===== config.mk =====
export PLATFORM = sky130hd
export DESIGN_NAME = stage2_regfile_expand
export DESIGN_NICKNAME = d
export VERILOG_FILES = /design/src/rtl/stage2_regfile_expand.sv
export SDC_FILE = /design/constraint.sdc
export NUM_CORES = 2
export LEC_CHECK = 0
export BUFFER_PORTS_ARGS = -buffer_cell sky130_fd_sc_hd__buf_2
export CORE_MARGIN = 1
export CORE_UTILIZATION = 39
export CTS_BUF_LIST = sky130_fd_sc_hd__clkbuf_16
export CTS_CLUSTER_DIAMETER = 60
export CTS_CLUSTER_SIZE = 8
export DETAILED_ROUTE_END_ITERATION = 7
export GPL_TIMING_DRIVEN = 0
export MAX_ROUTING_LAYER = met4
export PLACE_DENSITY = 0.58
export SLEW_MARGIN = 15
export SYNTH_ARGS = -nofsm -noshare
export SYNTH_HDL_FRONTEND = slang
export SYNTH_SLANG_ARGS = --single-unit

===== constraint.sdc =====
create_clock -name clk -period 8.08 [get_ports clk]
set_clock_uncertainty 0.15 [all_clocks]
set_input_delay 0.808 -clock clk [delete_from_list [all_inputs] [get_ports clk]]
set_output_delay 0.808 -clock clk [all_outputs]
set_load 0.02 [all_outputs]

===== src/rtl/stage2_regfile_expand.sv =====
// Decode-stage register file: 32 x 32-bit, two read ports, one write port.
// Also holds a combinational 32->64-bit sign-extension unit.
module stage2_regfile_expand #(
  parameter int DATA_W = 32,
  parameter int ADDR_W = 5,
  parameter int EXT_W  = 64
) (
  input  logic              clk,
  input  logic              rst_n,
  input  logic [ADDR_W-1:0] readReg1,
  input  logic [ADDR_W-1:0] readReg2,
  input  logic [ADDR_W-1:0] writeReg,
  input  logic              writeEnable,
  input  logic [DATA_W-1:0] writeData,
  output logic [DATA_W-1:0] data1,
  output logic [DATA_W-1:0] data2,
  input  logic [DATA_W-1:0] inData,
  output logic [EXT_W-1:0]  outData
);

  localparam int NREG = 2 ** ADDR_W;

  logic [DATA_W-1:0] regs [NREG];
  logic              doWrite;

  assign doWrite = writeEnable && (writeReg != '0);

  // Synchronous clear, then write-back; x0 never takes a write.
  always_ff @(posedge clk) begin
    if (!rst_n) begin
      for (int i = 0; i < NREG; i++) begin
        regs[i] <= '0;
      end
    end else if (doWrite) begin
      regs[writeReg] <= writeData;
    end
  end

  // Zero-latency reads, x0 forced to zero, no write bypass.
  always_comb begin
    data1 = '0;
    data2 = '0;
    if (readReg1 != '0) data1 = regs[readReg1];
    if (readReg2 != '0) data2 = regs[readReg2];
  end

  // Replicate the operand sign bit into the upper bits.
  always_comb begin
    outData = {{(EXT_W-DATA_W){inData[DATA_W-1]}}, inData};
  end

endmodule


---- Word-level counts from Yosys, hierarchy flattened ----
Memories as Yosys holds them, arrays and structs flattened.
Index checks and enable logic that the tools add are counted.
operators by class
  mux-type cells .......................... 9
  reduce and logical (&&, ||, !) cells .... 5
operators by type and width
  cell                 count
  32-bit two-way mux   3
  32-bit OR reduction  1
  5-bit nonzero test   3
  1-bit two-way mux    5
  5-bit two-way mux    1
  1-bit logical AND    1
storage, ports and cells
  memories kept ........................... 1
  bits in registers ....................... 0
  output and inout bits ................... 128
  bits in writable memories ............... 1024
memories
  memory  depth  bits a word  read ports  clocked after memory_dff  wr ports  line  source
  regs    32     32           2           0                         32        23    logic [DATA_W-1:0] regs [NREG];

---- Longest topological paths before layout ----
  depth after elaboration ................. 7
  depth in mapped cells ................... 9
  mapped depth without buffers ............ 4

---- Worst setup path after synthesis ----
Ideal clock, no wire load.
  path type ............................... input -> register
  start ................................... input port rst_n
  end ..................................... memory regs[24][0] (enable)
  stages .................................. 5
  buffers on the path ..................... 2
  required time ........................... 7.464 ns
  slack ................................... 3.586 ns
  arrival ................................. 3.878 ns
  setup time .............................. 0.466 ns
  cell sequence ........................... buf_2 > nand2_1 > or3_1 > clkbuf_1 > o21ai_0
RTL lines
  item             line  source
  start, declared  9     input logic rst_n,
  end, declared    23

---- Worst setup path after layout ----
  start ................................... input port readReg1[2]
  end ..................................... output port data1[13]
on the way
  longest elaborated chain between the ends .. 2
  elaborated cells between the ends (all ways) .. 3
  classes of those cells .................. 1 x mux; 1 x reduce/logical; 1 x memory
ends and longest elaborated chain
  item                                                           line  source
  start, declared                                                10    input logic [ADDR_W-1:0] readReg1,
  memory read 32 x 32 bit or 5-bit nonzero test (tied branches)  n/a
  32-bit two-way mux *                                           43    if (readReg1 != '0) data1 = regs[readReg1];
  end, declared                                                  15    output logic [DATA_W-1:0] data1,
Every way passes the cells marked *; elsewhere a longest branch is shown, timed or not.

==> results.md <==
* Int Pwr at 10.25 mW
* Starting Density at 0.3926
* CTS resizes at 0
* Total global routing overflow at 0
* Fin nets at 4,068
* Avg WL per Cell at 38.23 um
* Seq cells post-synth at 1,024
* Ys flop type: edfxtp_1
* Syn. warnings at 0
* Largest net degree at the start of global routing at 34
* Cell area after synthesis at 0.05471 mm^2
* Logic pwr share at 0.140
* Count of input and output buffers at 170
* Biggest register: regs
* Hold_sp: writeData[31]
* CTS tree: built
* Clock power share at 0.407
* CP Capture Type: output pin
* Clock transition at path regs at 0.05 ns
* DP Wirelength at 161.5 mm
* Max Cap Viol at 0
* Total wire length at 225.9 mm
* Number of distinct library cells after synthesis at 45
* Hold path endpoint: regs[1][31]
* Root buffer cell: clkbuf_16
* CP Launch Point: readReg1[2]
* Pins over their slew limit at 0
* Seq/Total Area, Yosys at 0.5620
* Slew HR at 0.05607
* Worst hold stages at 2
* Mean Syn Cell Area at 15.32 um^2
* Cts hold-fix bufs at 0
* Via density at 6.366
* Row count at 137
* Critical path startpoint category: input pin
* Leakage at 22.27 nW
* Setup Fix Bufs, Post-CTS at 0
* Final hold viol count at 0
* GRT Overall Usage at 0.3253
* P_sw at 3.675 mW
* Crit share post-route at 0.7770
* Pre-antenna DRT Iters at 6
* Post-synthesis instance total at 3,571
* Synth async-reset ratio at 0
* Routed via count at 37,620
* TritonCTS buffer count at 149
* Worst hold path class: input pin to flop
* RSZ-0062 raised after global routing: no
* Max reg flops at 1,024
* Status: completed
* DRC errors left at 0
* Worst path arrival time at 5.32 ns
* Final setup fails at 0
* Fmax at 159.3 MHz
* First-pass GRT wire length at 300.3 mm
* Switching portion of total power at 0.2640
* Layout overhead on the synthesized area at 17.16%
* Initial drt markers at 6,217
* Hold_ws at 0.2333 ns
* Setup CP Type: input pin to output pin
* Setup WS pre-CTS at 2.069 ns
* Die Y at 376.6 um
* Vias in the first global route at 36,070
* Reg power frac at 0.453
* Antenna violations before repair at 15
* Power Density at 217.2 mW/mm^2
* Share of layout cells above drive strength 1 at 0.2823
* Post-DRT Antenna Nets at 0
* Tmin final at 6.278 ns
* Post-synth EDFFs at 1,024
* DIE AREA at 0.1418 mm^2
* Die X at 376.6 um
* Htree depth at 4
* CP Max Fanout at 10
* Largest regs: regs x1024
* Slew at the pin with the worst max-slew slack at 1.412 ns
* Num ports at 210
* TritonCTS sink count at 1,024
* CTS max path bufs at 3
* Core area at 0.1394 mm^2
* Worst EP required at 7.12 ns
* Final Worst Setup Slack at 1.802 ns
* Worst VDD drop at 0.2295 mV
* RePlAce Congestion at 1.049
synthesized netlist by cell type, types with 2 or more instances:
master / count / share of area
a22oi_1: 16 / 0.0022
and3_1: 3 / 0.00034
buf_6: 22 / 0.0045
mux2_2: 30 / 0.0062
edfxtp_1: 1024 / 0.56
mux2i_1: 150 / 0.027
nand3b_1: 5 / 0.00069
a211oi_1: 7 / 0.00096
nand2_1: 9 / 0.00062
nor4_1: 5 / 0.00057
and2_1: 995 / 0.11
buf_4: 109 / 0.015
or3b_2: 3 / 0.00048
buf_1: 15 / 0.0010
a21oi_1: 12 / 0.0011
nand2b_1: 5 / 0.00057
a22o_1: 51 / 0.0082
a221o_1: 2 / 0.00037
nor4b_1: 2 / 0.00032
inv_1: 3 / 0.00021
nand3_1: 5 / 0.00046
clkbuf_1: 274 / 0.019
o21ai_0: 35 / 0.0032
nand4b_1: 2 / 0.00032
o22ai_1: 103 / 0.012
a221oi_1: 4 / 0.00064
nor2b_1: 14 / 0.0016
a2111oi_1: 32 / 0.0059
a32o_1: 4 / 0.00073
nor3_1: 54 / 0.0049
buf_2: 31 / 0.0028
nor2_1: 37 / 0.0025
a2111oi_0: 23 / 0.0037
or3_1: 3 / 0.00034
mux4_2: 472 / 0.19
per-layer routing:
layer,vias to the layer above,GRT usage,routed length (um)
met5,-,-,0
li1,14570,-,-
met4,0,0.1862,15050
met3,611,0.1066,29580
met2,3042,0.4662,98410
met1,19400,0.4035,82880
how the worst max path moves through the flow:
stage | end | slack (ns) | depth (start not counted)
final | data1[13] | 1.80 | 9
after global routing | data1[13] | 1.90 | 9
after CTS | data1[13] | 2.05 | 9
after detailed placement | data1[13] | 2.07 | 9
after global placement | regs[29][23] | -0.61 | 4
after floorplan | regs[24][0] | 3.59 | 5
metrics by stage:
step	setup TNS [ns]	util	cells	instance area [um^2]	power, mW
floorplan	0	-	3602	54830	7.393
global placement	-130.73	0.4164	5648	58030	8.200
detailed placement	0	0.4305	5711	60000	8.286
CTS	0	0.4595	5890	64040	13.86
global route	0	0.4599	5904	64090	14.14
finish	0	0.4600	5910	64100	13.92
logic make-up after synthesis:
| kind of cell | synth area share |
|---|---|
| other cells | 0.00006854 |
| buf+inv | 0.04258 |
| flops | 0.5620 |
| simple gates | 0.1286 |
| mux | 0.2279 |
| compound gates | 0.03883 |
power groups by stage:
stage | Sequential (mW) | Clock [mW] | Combinational, mW
2_1_floorplan | 6.35 | 0 | 1.05
3_3_place_gp | 6.44 | 0 | 1.76
3_5_place_dp | 6.39 | 0 | 1.89
4_1_cts | 6.30 | 5.66 | 1.90
5_1_grt | 6.33 | 5.85 | 1.96
6_report | 6.31 | 5.67 | 1.95
critical path: stages:
cell	delay, ns
buf_4	0.16
buf_4	0.21
buf_4	0.25
nand3b_1	0.79
clkbuf_1	0.96
o22ai_1	0.16
a2111oi_1	1.12
nor3_1	0.50
buf_2	0.31
cell type report:
class	instances	area [um^2]
Fill cell	12200	75260
Tap cell	1876	2347
Inverter	3	11.26
Sequential cell	1024	30750
Clock buffer	154	3854
Clock inverter	25	183.9
Timing Repair Buffer	233	2429
Multi-Input combinational cell	2122	22130
Buffer	453	2347
Antenna cell	20	50.05
layout by cell type, fill, tap and decap left out, types with 5 or more instances in the layout:
| master | Yosys | routed |
|---|---|---|
| a2111oi_0 | 23 | 19 |
| a2111oi_1 | 32 | 32 |
| a211oi_1 | 7 | 7 |
| a21oi_1 | 12 | 12 |
| a22o_1 | 51 | 51 |
| a22oi_1 | 16 | 16 |
| and2_1 | 995 | 995 |
| buf_1 | 15 | 10 |
| buf_12 | 0 | 14 |
| buf_16 | 0 | 46 |
| buf_2 | 31 | 206 |
| buf_4 | 109 | 109 |
| buf_6 | 22 | 23 |
| clkbuf_1 | 274 | 256 |
| clkbuf_16 | 0 | 154 |
| clkbuf_2 | 1 | 20 |
| clkinv_1 | 0 | 6 |
| clkinv_8 | 0 | 5 |
| conb_1 | 1 | 32 |
| diode_2 | 0 | 20 |
| edfxtp_1 | 1024 | 1024 |
| inv_1 | 3 | 8 |
| mux2_2 | 30 | 30 |
| mux2i_1 | 150 | 150 |
| mux4_2 | 472 | 472 |
| nand2_1 | 9 | 9 |
| nand2b_1 | 5 | 5 |
| nand3_1 | 5 | 5 |
| nand3b_1 | 5 | 5 |
| nor2_1 | 37 | 36 |
| nor2b_1 | 14 | 14 |
| nor3_1 | 54 | 53 |
| nor4_1 | 5 | 5 |
| o21ai_4 | 0 | 31 |
| o22ai_1 | 103 | 103 |
Power figures use the tool's default switching activity.
